[src/rtl/hazard_lock_unit_if.sv]
// rtl/hazard_lock_unit_if.sv - OF-stage lock/hazard signal bundle between pipeline and hazard_lock_unit
interface hazard_lock_unit_if;
    logic [31:0] instruction_of;
    logic        is_branch_taken;
    logic        isbranch_lock_for_IF_latch;
    logic        isbranch_lock_for_OF_latch;
    logic        hazard_from_data_lock;
    logic [15:0] stall_count;

    modport master (
        output instruction_of,
        output is_branch_taken,
        input  isbranch_lock_for_IF_latch,
        input  isbranch_lock_for_OF_latch,
        input  hazard_from_data_lock,
        input  stall_count
    );

    modport slave (
        input  instruction_of,
        input  is_branch_taken,
        output isbranch_lock_for_IF_latch,
        output isbranch_lock_for_OF_latch,
        output hazard_from_data_lock,
        output stall_count
    );
endinterface

[src/rtl/hazard_lock_unit.sv]
// rtl/hazard_lock_unit.sv - SimpleRISC countdown-scoreboard hazard/branch lock generator (option: HAZARD_FORWARDING_EN)
module hazard_lock_unit #(
    parameter int SB_DEPTH = 3
) (
    input  logic              clk,
    input  logic              rst_n,
    hazard_lock_unit_if.slave hl
);

    localparam logic [4:0] OP_CMP  = 5'd5;
    localparam logic [4:0] OP_NOT  = 5'd8;
    localparam logic [4:0] OP_MOV  = 5'd9;
    localparam logic [4:0] OP_ASR  = 5'd12;
    localparam logic [4:0] OP_NOP  = 5'd13;
    localparam logic [4:0] OP_LD   = 5'd14;
    localparam logic [4:0] OP_ST   = 5'd15;
    localparam logic [4:0] OP_BEQ  = 5'd16;
    localparam logic [4:0] OP_BGT  = 5'd17;
    localparam logic [4:0] OP_CALL = 5'd19;
    localparam logic [4:0] OP_RET  = 5'd20;
    localparam int         FLAGS   = 16;
    localparam logic [1:0] LOAD_FULL = 2'(SB_DEPTH);

    logic [4:0]  opcode;
    logic        imm_bit;
    logic [3:0]  rd, rs1, rs2;
    logic [16:0] src_mask;
    logic [16:0] busy;
    logic        dst_valid;
    logic [4:0]  dst_idx;
    logic [1:0]  dst_val;
    logic        raw;
    logic        issue;
    logic [1:0]  cnt [17];

    assign opcode  = hl.instruction_of[31:27];
    assign imm_bit = hl.instruction_of[26];
    assign rd      = hl.instruction_of[25:22];
    assign rs1     = hl.instruction_of[21:18];
    assign rs2     = hl.instruction_of[17:14];

    always_comb begin
        src_mask = '0;
        if ((opcode <= OP_ASR && opcode != OP_NOT && opcode != OP_MOV) ||
            opcode == OP_LD || opcode == OP_ST)
            src_mask[{1'b0, rs1}] = 1'b1;
        if (opcode <= OP_ASR && !imm_bit)
            src_mask[{1'b0, rs2}] = 1'b1;
        if (opcode == OP_ST)
            src_mask[{1'b0, rd}] = 1'b1;
        if (opcode == OP_RET)
            src_mask[15] = 1'b1;
        if (opcode == OP_BEQ || opcode == OP_BGT)
            src_mask[FLAGS] = 1'b1;
    end

    always_comb begin
        dst_valid = 1'b0;
        dst_idx   = {1'b0, rd};
        if ((opcode <= OP_ASR && opcode != OP_CMP) || opcode == OP_LD) begin
            dst_valid = 1'b1;
        end else if (opcode == OP_CMP) begin
            dst_valid = 1'b1;
            dst_idx   = 5'(FLAGS);
        end else if (opcode == OP_CALL) begin
            dst_valid = 1'b1;
            dst_idx   = 5'd15;
        end
`ifdef HAZARD_FORWARDING_EN
        // Only load-use survives forwarding; every other result is bypassed.
        dst_val = (opcode == OP_LD) ? 2'd1 : 2'd0;
`else
        dst_val = LOAD_FULL;
`endif
    end

    always_comb begin
        for (int i = 0; i < 17; i++)
            busy[i] = (cnt[i] != 2'd0);
    end

    assign raw   = |(src_mask & busy);
    assign issue = !raw && !hl.is_branch_taken && (opcode != OP_NOP);

    // Branch lock wins over hazard so a squashed instruction never stalls.
    assign hl.hazard_from_data_lock      = raw && !hl.is_branch_taken;
    assign hl.isbranch_lock_for_IF_latch = hl.is_branch_taken;
    assign hl.isbranch_lock_for_OF_latch = hl.is_branch_taken;

    always_ff @(posedge clk or negedge rst_n) begin
        if (!rst_n) begin
            for (int i = 0; i < 17; i++)
                cnt[i] <= 2'd0;
            hl.stall_count <= 16'd0;
        end else begin
            for (int i = 0; i < 17; i++) begin
                if (issue && dst_valid && dst_idx == 5'(i))
                    cnt[i] <= dst_val;
                else if (cnt[i] != 2'd0)
                    cnt[i] <= cnt[i] - 2'd1;
            end
            if (hl.hazard_from_data_lock && hl.stall_count != 16'hFFFF)
                hl.stall_count <= hl.stall_count + 16'd1;
        end
    end

endmodule

[src/flat_wrapper.sv]
// flat-port wrapper written by rule: the top's interface ports become plain ports
module hazard_lock_unit_flat 
#(
    parameter int SB_DEPTH = 3
)
  (clk, rst_n, hl_instruction_of, hl_is_branch_taken, hl_isbranch_lock_for_IF_latch, hl_isbranch_lock_for_OF_latch, hl_hazard_from_data_lock, hl_stall_count);
  hazard_lock_unit_if hl_i ();
  input  logic clk;
  input  logic rst_n;
  input wire logic [$bits(hl_i.instruction_of)-1:0] hl_instruction_of;
  input wire logic [$bits(hl_i.is_branch_taken)-1:0] hl_is_branch_taken;
  output wire logic [$bits(hl_i.isbranch_lock_for_IF_latch)-1:0] hl_isbranch_lock_for_IF_latch;
  output wire logic [$bits(hl_i.isbranch_lock_for_OF_latch)-1:0] hl_isbranch_lock_for_OF_latch;
  output wire logic [$bits(hl_i.hazard_from_data_lock)-1:0] hl_hazard_from_data_lock;
  output wire logic [$bits(hl_i.stall_count)-1:0] hl_stall_count;
  assign hl_i.instruction_of = hl_instruction_of;
  assign hl_i.is_branch_taken = hl_is_branch_taken;
  assign hl_isbranch_lock_for_IF_latch = hl_i.isbranch_lock_for_IF_latch;
  assign hl_isbranch_lock_for_OF_latch = hl_i.isbranch_lock_for_OF_latch;
  assign hl_hazard_from_data_lock = hl_i.hazard_from_data_lock;
  assign hl_stall_count = hl_i.stall_count;
  hazard_lock_unit #(.SB_DEPTH(SB_DEPTH)) u_core (.clk(clk), .rst_n(rst_n), .hl(hl_i));
endmodule
[config.mk]
export PLATFORM = sky130hd
export DESIGN_NAME = hazard_lock_unit_flat
export DESIGN_NICKNAME = d
export VERILOG_FILES = /design/src/rtl/hazard_lock_unit_if.sv /design/src/rtl/hazard_lock_unit.sv /design/src/flat_wrapper.sv
export SDC_FILE = /design/constraint.sdc
export NUM_CORES = 1
export LEC_CHECK = 0
export ABC_CLOCK_PERIOD_IN_PS = 4550
export CORE_MARGIN = 5
export CORE_UTILIZATION = 60
export CTS_BUF_LIST = sky130_fd_sc_hd__clkbuf_4
export DETAILED_ROUTE_END_ITERATION = 7
export PLACE_DENSITY = 0.94
export REMOVE_ABC_BUFFERS = 1
export SYNTH_ARGS = -nofsm -noshare
export SYNTH_HDL_FRONTEND = slang
export SYNTH_SLANG_ARGS = --single-unit
[constraint.sdc]
create_clock -name clk -period 4.55 [get_ports clk]
set_clock_uncertainty 0.05 [all_clocks]
set_input_delay 0.455 -clock clk [delete_from_list [all_inputs] [get_ports clk]]
set_output_delay 0.455 -clock clk [all_outputs]
set_load 0.005 [all_outputs]
==> metrics.csv, run 1 <==
metric,value,unit
run_status,"finished, final reports clean",
crit_arrival,3.26,ns
pwr-share-seq,35.4,%
drc,0,
netlist_area,3553,um^2
routedWlPerCell,16.43,um
grt-ovfl-total,0,
layout-drive-gt1-share,9.880,%
postCtsSetupBuffers,0,
max_clock_freq,265.8,MHz
ctsResizeCount,0,
grt_pass1_vias,2824,
row_count,28,
crit_required,4.05,ns
grt_max_degree,51,
num_vias,2999,
detail-route-antenna-nets,0,
met1_length,3.480,mm
io_buffers,39,
yosysWarnings,0,
sw_frac_of_total,39.25,%
drtIter0Drc,290,
die_width,86.96,um
ys_seq_area_share,35.21,%
ys_types,50,
start_util,60.74,%
io_pins,54,
clk_latency,0.36,ns
fp.coreArea,5851,um^2
placed_cell_area,3886,um^2
die_area,7561,um^2
endpoint_kind,output pin,
setup_viol,0,
dr.pass1.iters,5,
hold_buffers,0,
antenna_found_initial,1,
met3WireLength,410,um
synthArstFlopShare,100.0,%
grt_pass1_wl,13.46,mm
die_h,86.96,um
period_needed,3.762,ns
drv_cap,0,
start_kind,input port,
fin_crit_sh,82.69,%
path_max_fanout,16,
path_class,in -> out,
utilization,68.20,%
synth_edf_count,0,
combPwrFrac,50.8,%
powerDensity,559.5,nW/um^2
cts.clk_slew.worst_paths,0.14,ns
wl_met2,3.966,mm
worstMarginPinSlew,1.102,ns
ys_seq_elements,50,
fin_tns_setup,0,ns
p_leak,1.700,nW
drv_slew,0,
layout.nets,467,
gp_congestion,0.9056,
power.switching,0.0008764,W
wl,8.069,mm
hold_path.class,in -> async,
cts_tree,done,
synthFlopType,dfrtp_1,
viasPerCell,6.108,
cts_buffers,5,
clock-sinks,50,
finalPower,0.002233,W
area_growth,12.29,%
cts_max_level,2,
top_layer,met4,
synth.avg_cell_area,9.182,um^2
dp_hpwl,6.063,mm
p_clk_share,13.8,%
final_cell_area,3990,um^2
cts_root_buffer,clkbuf_4,
hold_viol,0,
grt_use_total,22.49,%
intPower,0.001356,W
rsz0062_at_grt,false,
syn_inst,387,
max_slew_margin,26.54,%
ir_worst_vdd,0.3703,mV
clockBufferDepth,2,
fillers,426,
==> cells in the mapped netlist, drive strengths merged, types with 2 or more instances <==
cell type  number  area (um^2)
nor4            9        77.57
nand3          26        130.1
xnor2           2        17.52
nor3            8        40.04
nand2          14        52.55
buf            17        140.1
inv            37        138.9
a31oi          12        75.07
nand2b          5        31.28
o21ai           6        33.78
mux2            2        22.52
dfrtp          50         1251
and3            4        25.02
nor2           33        131.4
a21oi          22        110.1
o31ai          30        310.3
ha             18        225.2
xor2           29        254.0
clkbuf          3        13.76
nand4b          2        32.53
and2            2        12.51
and3b           2        17.52
nor3b           2        15.01
nor2b           7        46.30
o211ai         16        135.1
nor4b           2        17.52
and2b           2        17.52
nand4          16        100.1
or2             3        18.77
==> logic make-up after synthesis <==
kind of cell	Yosys count	share of synthesized area, %
AND/OR/NAND/NOR	141	22.71
buffers and inverters	57	8.239
flip-flops	50	35.21
multiplexers	3	0.9155
AO/OA/AOI/OAI	87	18.94
XOR/XNOR	31	7.641
adder cells (fa/ha/maj)	18	6.338
==> power groups by stage <==
| stage | Combinational [W] | Sequential [W] | Clock [W] |
|---|---|---|---|
| 2_1_floorplan | 0.000829 | 0.000772 | 0 |
| 3_3_place_gp | 0.00105 | 0.000781 | 0 |
| 3_5_place_dp | 0.00113 | 0.000799 | 0 |
| 4_1_cts | 0.00114 | 0.000788 | 0.000312 |
| 5_1_grt | 0.00129 | 0.000814 | 0.000330 |
| 6_report | 0.00114 | 0.000789 | 0.000308 |
==> layout make-up <==
class                   instances  area [um^2]  share of cell area (%)
well taps                      75        93.84                   2.352
clock buffers                   5        37.54                  0.9407
inverters                      37        138.9                   3.481
multi-input cells             280         2009                   50.36
clock inverters                 3        63.81                   1.599
flip-flops and latches         50         1251                   31.36
diodes                          1        2.502                 0.06272
repair buffers                 40        392.9                   9.846
==> worst max-delay path, stage by stage <==
cell             delay, ns
clkdlybuf4s50_1       0.66
and4b_1               0.72
nand3_1               0.17
nand2_1               0.10
and3b_1               0.19
o211ai_2              0.26
nor2_4                0.10
nor2_1                0.09
clkdlybuf4s50_1       0.51
==> cells in the final DEF, fill, tap and decap left out, types with 3 or more instances in the layout <==
| cell | n |
|---|---|
| dfrtp_1 | 50 |
| clkdlybuf4s50_1 | 38 |
| inv_1 | 37 |
| nor2_1 | 32 |
| xor2_1 | 29 |
| nand3_1 | 26 |
| a21oi_1 | 22 |
| ha_1 | 18 |
| o31ai_2 | 17 |
| nand4_1 | 16 |
| nand2_1 | 14 |
| o211ai_1 | 13 |
| o31ai_1 | 13 |
| a31oi_1 | 12 |
| nor3_1 | 8 |
| nor4_1 | 7 |
| nor2b_1 | 6 |
| nand2b_1 | 5 |
| o21ai_0 | 5 |
| clkbuf_4 | 5 |
| and3_1 | 4 |
| o211ai_2 | 3 |
==> per-layer routing <==
metal  vias up  GRT usage, %
li1       1446             -
met5         -             0
met1      1432         29.29
met3        19         3.217
met2       102         37.82
met4         0         8.499
==> state kept, by name, indices dropped and copies added (netlist names) <==
name,count
u_core.hl.stall_count,16
u_core.cnt,34
==> worst paths after layout <==
path | from | end | slack (ns) | cells past startpoint
max | hl_instruction_of[31] | hl_hazard_from_data_lock | 0.79 | 9
min | rst_n | u_core.hl.stall_count[0]$_DFFE_PN0P_ | 0.23 | 1
max reg2reg | u_core.cnt[20]$_DFFE_PN0P_ | u_core.cnt[8]$_DFFE_PN0P_ | 1.67 | 10
min reg2reg | u_core.hl.stall_count[7]$_DFFE_PN0P_ | u_core.hl.stall_count[7]$_DFFE_PN0P_ | 0.46 | 1
max in group asynchronous | rst_n | u_core.cnt[32]$_DFFE_PN0P_ | 3.54 | 1
min in group clk | u_core.hl.stall_count[7]$_DFFE_PN0P_ | u_core.hl.stall_count[7]$_DFFE_PN0P_ | 0.46 | 1
==> stage by stage <==
step | hold WS (ns) | cells | setup WS, ns
2_1_floorplan | 0.1094 | 367 | 2.020
3_3_place_gp | 0.4188 | 482 | 0.8632
3_5_place_dp | 0.4273 | 482 | 0.7725
4_1_cts | 0.2574 | 490 | 0.8259
5_1_grt | 0.2966 | 491 | 0.5274
6_report | 0.2321 | 491 | 0.7875
Note: power is estimated with default switching activity, not from simulation.
==> run 2: changes to the inputs <==
ABC_CLOCK_PERIOD_IN_PS = 3000   (was 4550)
CORE_UTILIZATION = 51   (was 60)
PLACE_DENSITY = 0.86   (was 0.94)
clock period = 3 ns   (was 4.55 ns; I/O delays follow)
==> run 2 against run 1 <==
Via count increased by 2.6%; clock-buffer cell count did not move; clock power is 33% higher; setup slack got worse by 0.50 ns; first-iteration DRC count shrank 18%.
==> metrics.csv, run 2 (synthesis results as in run 1) <==
metric,value,unit,change
layout-drive-gt1-share,15.65,%,+5.8 points
p_clk_share,12.2,%,-1.6 points
finalPower,0.003359,W,+50%
stdcell_count,537,,+9.4%
viasPerCell,5.728,,-6.2%
die_width,93.47,um,+7.5%
pre_cts_slack,-0.1709,ns,-0.9434 ns
final_common_cell,dfrtp_1,,
path_max_fanout,15,,-1
reg2regPathDepth,12,,+2
cts_root_buffer,clkbuf_4,,
intPower,0.002027,W,+49%
rrSetupSlack,0.29,ns,-1.38 ns
area_growth,19.08,%,
cts_max_level,2,,unchanged
endpoint_kind,flop,,
io_buffers,39,,unchanged
rsz0062_at_grt,false,,
dr.pass1.iters,6,,+1
io_pins,54,,unchanged
post-place-cells,527,,+9.3%
wl,8.386,mm,+3.9%
antenna_found_initial,0,,-1
die_area,8737,um^2,+16%
routedWlPerCell,15.62,um,-5.0%
dp_hpwl,6.230,mm,+2.8%
crit_required,3.25,ns,-0.80 ns
path_buf_inv,4,,+2
diodes,0,,-1
clock-sinks,50,,unchanged
drtIter0Drc,237,,-18%
ir_worst_vdd,0.4973,mV,+34%
path_cells,inv_1 -> ha_1 -> or4_1 -> o21ai_0 -> nor4_1 -> nand3_1 -> buf_4 -> buf_4 -> o21ai_2 -> buf_12 -> nor4_1 -> xor2_1,,
start_kind,flop,,
max_slew_margin,24.81,%,-1.7 points
grt_use_total,19.95,%,-2.5 points
drv_slew,0,,unchanged
combPwrFrac,52.3,%,+1.5 points
fin_tns_setup,0,ns,unchanged
regMostFlops,u_core.cnt,,
worst_slack,0.2877,ns,-0.4998 ns
crit_family,simple AND/OR/NAND/NOR gates,,
crit_arrival,2.96,ns,-0.30 ns
row_count,30,,+7.1%
worstReg2RegEnd,u_core.hl.stall_count[15]$_DFFE_PN0P_,,
largest_reg_flops,34,,unchanged
layout.nets,493,,+5.6%
path_class,reg -> reg,,
grt-ovfl-total,0,,unchanged
pwr-share-seq,35.5,%,about the same
worstMarginPinSlew,1.128,ns,+0.02595 ns
clockBufferDepth,2,,unchanged
die_h,93.47,um,+7.5%
cp_slowest_stage_delay,0.52,ns,-0.20 ns
run_status,"finished, final reports clean",,
max_clock_freq,368.7,MHz,
cts_buffers,5,,unchanged
start_util,52.30,%,-8.4 points
power.switching,0.001331,W,+52%
grt_pass1_wl,14.13,mm,+5.0%
powerDensity,793.7,nW/um^2,+42%
clk_latency,0.37,ns,about the same
cts_tree,done,,
sw_frac_of_total,39.64,%,+0.38 points
crit_slowest_cell,or4_1,,
fp.coreArea,6794,um^2,+16%
period_needed,2.712,ns,
timing.rr.start,u_core.cnt[0]$_DFFE_PN0P_,,
drv_cap,0,,unchanged
grt_max_degree,51,,unchanged
gp_congestion,0.8951,,-1.2%
cts.clk_slew.worst_paths,0.16,ns,+0.02 ns
drc,0,,unchanged
setup_viol,0,,unchanged
p_leak,1.858,nW,+9.3%
fin_crit_sh,90.41,%,
final_cell_mix,"dfrtp_1, inv_1, clkdlybuf4s50_1",,
grt_pass1_vias,2971,,+5.2%
hold_path.class,in -> async,,
detail-route-antenna-nets,0,,unchanged
num_vias,3076,,+2.6%
reg_top3,"u_core.cnt: 34 flops, u_core.hl.stall_count: 16 flops",,
hold_viol,0,,unchanged
## run 2: cell count changes in the layout (fill, tap and decap cells not counted), moves of 3 or more
cell             change
buf_4               +23
clkdlybuf4s50_1      -4
buf_12               +3
dlygate4sd2_1        +3
## run 2: layout make-up
class	count	area [um^2]
clock buffers	5	37.54
clock inverters	3	43.79
fillers	557	2562
inverters	37	138.9
multi-input cells	280	2016
flip-flops and latches	50	1251
well taps	96	120.1
repair buffers	66	624.3
## run 2: what timing repair did
action                                  4_1_cts  5_1_grt
hold buffers                                  0        0
gates resized for setup                       4        2
endpoints found under the hold margin         0        0
endpoints found under the setup margin        1        1
setup buffers                                 2        0
pin swaps                                     3        3
## run 2: worst max-delay path by stage
stage | to | start | cells after the start
floorplan | u_core.cnt[11]$_DFFE_PN0P_ | hl_instruction_of[28] | 8
global placement | hl_hazard_from_data_lock | hl_instruction_of[31] | 10
detailed placement | u_core.hl.stall_count[15]$_DFFE_PN0P_ | hl_instruction_of[28] | 11
CTS | hl_hazard_from_data_lock | hl_instruction_of[27] | 10
global route | u_core.hl.stall_count[1]$_DFFE_PN0P_ | hl_instruction_of[29] | 13
finish | u_core.hl.stall_count[15]$_DFFE_PN0P_ | u_core.cnt[0]$_DFFE_PN0P_ | 12
## run 2: worst reg2reg max path, cell delays in order (launching register included)
cell and delay (ns):
dfrtp_1 0.39, inv_1 0.05, ha_1 0.24, or4_1 0.53, o21ai_0 0.12, nor4_1 0.07, nand3_1 0.16, buf_4 0.13
buf_4 0.09, o21ai_2 0.07, buf_12 0.15, nor4_1 0.39, xor2_1 0.21
## run 2: power by group through the flow
stage	Combinational, W	Clock [W]	Sequential [W]
after floorplan	0.00126	0	0.00117
after global placement	0.00164	0	0.00118
after detailed placement	0.00175	0	0.00121
after CTS	0.00177	0.000417	0.00119
after global routing	0.00198	0.000449	0.00124
final	0.00176	0.000410	0.00119
## run 2: through the flow
step	area [um^2]	hold WS (ns)	util, %
6_report	4232	0.07596	62.28
5_1_grt	4232	0.1464	62.28
4_1_cts	4224	0.1128	62.17
3_5_place_dp	4130	0.4348	60.79
3_3_place_gp	4130	0.4189	60.79
2_1_floorplan	3400	-0.04559	-
## run 2: routing by layer
metal / vias up / part of all wire [%] / global-route usage (%)
met2: 94 / 50 / 33.65
li1: 1497 / - / -
met5: - / 0 / 0
met4: 0 / 1.3 / 6.227
met3: 17 / 6.0 / 3.942
met1: 1468 / 42 / 25.69
==> run 3: changes to the inputs <==
CORE_UTILIZATION = 30   (was 51)
CTS_BUF_LIST = not set   (was sky130_fd_sc_hd__clkbuf_4)
PLACE_DENSITY = 0.58   (was 0.86)
==> run 3 against run 2 <==
Hold slack lost 0.050 ns; critical path depth decreased by 2; clock-buffer cell count did not move; critical endpoint is now hl_hazard_from_data_lock; via count grew 2.4%; first-iteration DRC count shrank 36%; core utilization is 23 points lower; sequential power is essentially flat; sequential share of layout area is 2.1 points lower; global-route usage down 6.8 points.
==> metrics.csv, run 3 (synthesis results as in run 1) <==
metric,value,unit,change
run_status,"finished, final reports clean",,
crit_family,buffers and inverters,,
cpMostUsedCell,clkdlybuf4s50_1,,
crit_required,2.65,ns,-0.60 ns
reg_top3,"u_core.cnt: 34 flops, u_core.hl.stall_count: 16 flops",,
grt_use_met2,22.24,%,-11 points
drtIter0Drc,151,,-36%
multi_input_area,2061,um^2,+2.2%
max_slew_margin,49.43,%,+25 points
powerDensity,793.7,nW/um^2,about the same
path_class,in -> out,,
endpoint_kind,output pin,,
gp_congestion,0.8823,,-1.4%
path_buf_inv,3,,-1
dp_hpwl,7.123,mm,+14%
die_area,14120,um^2,+62%
routedWlPerCell,15.17,um,-2.9%
worstReg2RegEnd,u_core.hl.stall_count[12]$_DFFE_PN0P_,,
antenna_found_initial,0,,unchanged
p_leak,2.003,nW,+7.8%
regMostFlops,u_core.cnt,,
cts_max_level,2,,unchanged
timing.rr.start,u_core.cnt[0]$_DFFE_PN0P_,,
detail-route-antenna-nets,0,,unchanged
hold_path.class,in -> async,,
final_cell_area,4548,um^2,+7.5%
start_kind,input port,,
wl,9.132,mm,+8.9%
grt_max_degree,32,,-37%
worst_slack,0.09605,ns,-0.1917 ns
io_buffers,39,,unchanged
pwr-share-seq,33.0,%,-2.5 points
pre_cts_slack,-0.1959,ns,-0.02497 ns
layout.nets,511,,+3.7%
top_usage_layer,met2,,
crit_arrival,2.55,ns,-0.41 ns
hold_viol,0,,unchanged
path_max_fanout,4,,-11
path_cells,clkdlybuf4s50_1 -> and2b_2 -> o211ai_1 -> a31oi_1 -> nor4_2 -> buf_4 -> nand3_2 -> nor2_4 -> nor2_1 -> clkdlybuf4s50_1,,
cts.clk_slew.worst_paths,0.07,ns,-0.09 ns
startpoint,hl_instruction_of[20],,
grt-ovfl-total,0,,unchanged
die_h,118.8,um,+27%
p_clk_share,17.8,%,+5.6 points
rrSetupSlack,0.49,ns,+0.20 ns
placed_cell_area,4319,um^2,+4.6%
largest_reg_flops,34,,unchanged
period_needed,2.904,ns,+0.1917 ns
cts_buffers,5,,unchanged
num_vias,3150,,+2.4%
cts_tree,done,,
met3_usage,2.038,%,-1.9 points
grt_pass1_wl,15.22,mm,+7.7%
ir_worst_vdd,0.4045,mV,-19%
fin_crit_sh,96.80,%,+6.4 points
max_clock_freq,344.4,MHz,-6.6%
finalPower,0.003610,W,+7.5%
postCtsSetupBuffers,0,,-2
crit_slowest_cell,clkdlybuf4s50_1,,
combPwrFrac,49.2,%,-3.1 points
power.switching,0.001350,W,+1.4%
sw_frac_of_total,37.39,%,-2.2 points
start_util,30.86,%,-21 points
final_cell_mix,"dfrtp_1, buf_4, inv_1",,
drv_cap,0,,unchanged
clk_latency,0.29,ns,-0.08 ns
cp_slowest_stage_delay,0.48,ns,-0.04 ns
fillers,1160,,+110%
gr-usage-met1,17.52,%,-8.2 points
seq_area,1251,um^2,unchanged
grt_pass1_vias,3090,,+4.0%
diodes,0,,unchanged
io_pins,54,,unchanged
cts_root_buffer,clkbuf_16,,
grt_use_total,13.15,%,-6.8 points
fp.coreArea,11520,um^2,+70%
path_depth,10,,-2
rsz0062_at_grt,false,,
intPower,0.002260,W,+11%
viasPerCell,5.233,,-8.7%
area_growth,27.99,%,
clockBufferDepth,2,,unchanged
setup_viol,0,,unchanged
clock-sinks,50,,unchanged
row_count,39,,+30%
reg2regPathDepth,10,,-2
drv_slew,0,,unchanged
dr.pass1.iters,5,,-1
final_common_cell,dfrtp_1,,
layout-drive-gt1-share,20.04,%,+4.4 points
die_width,118.8,um,+27%
endpoint,hl_hazard_from_data_lock,,
worstMarginPinSlew,0.7585,ns,-0.3693 ns
drc,0,,unchanged
[run 3: timing repair]
item	CTS	global route
endpoints found under the setup margin	1	1
resized for setup	11	5
hold buffers	0	0
gates cloned	0	1
pin swaps	1	3
[run 3: worst register-to-register path, cell delays in order, from the launching register on]
cell     delay (ns)
dfrtp_1        0.36
inv_1          0.05
ha_1           0.24
or4_1          0.52
o21ai_0        0.15
nor4_2         0.08
nand3_2        0.10
nor2_4         0.05
buf_4          0.15
nor4_1         0.28
mux2_1         0.36
[run 3: stage by stage]
stage | TNS (ns) | hold WS [ns] | utilization (%) | cells
after global placement | -8.140 | 0.3548 | 37.51 | 593
after global routing | 0 | 0.08165 | 39.49 | 602
after floorplan | 0 | -0.04559 | - | 367
after detailed placement | -6.218 | 0.3678 | 37.51 | 593
final | 0 | 0.02595 | 39.49 | 602
after CTS | 0 | 0.05551 | 39.27 | 601
[run 3: cell type report]
type	count	share of cell area (%)
Tap cell	143	3.934
Timing Repair Buffer	84	16.56
Multi-Input combinational cell	280	45.31
Sequential cell	50	27.51
Inverter	37	3.054
Clock buffer	5	2.751
Clock inverter	3	0.8803
[run 3: power groups by stage]
stage / clock, W / combinational (W) / sequential (W)
after detailed placement: 0 / 0.00179 / 0.00121
after floorplan: 0 / 0.00126 / 0.00117
after global placement: 0 / 0.00170 / 0.00118
after global routing: 0.000690 / 0.00203 / 0.00124
after CTS: 0.000663 / 0.00181 / 0.00119
final: 0.000642 / 0.00177 / 0.00119
[run 3: worst min-delay path by stage]
| stage | end | cells past startpoint | start |
|---|---|---|---|
| 2_1_floorplan | u_core.cnt[0]$_DFFE_PN0P_ | 0 | rst_n |
| 3_3_place_gp | u_core.hl.stall_count[7]$_DFFE_PN0P_ | 1 | rst_n |
| 3_5_place_dp | u_core.hl.stall_count[6]$_DFFE_PN0P_ | 1 | rst_n |
| 4_1_cts | u_core.hl.stall_count[1]$_DFFE_PN0P_ | 1 | rst_n |
| 5_1_grt | u_core.hl.stall_count[7]$_DFFE_PN0P_ | 1 | rst_n |
| 6_report | u_core.hl.stall_count[6]$_DFFE_PN0P_ | 1 | rst_n |
[run 3: metal layers]
metal  part of all wire (%)  wire (um)
met5                      0          0
met4                    1.4        126
met3                    3.9        352
met2                     49       4485
met1                     46       4168
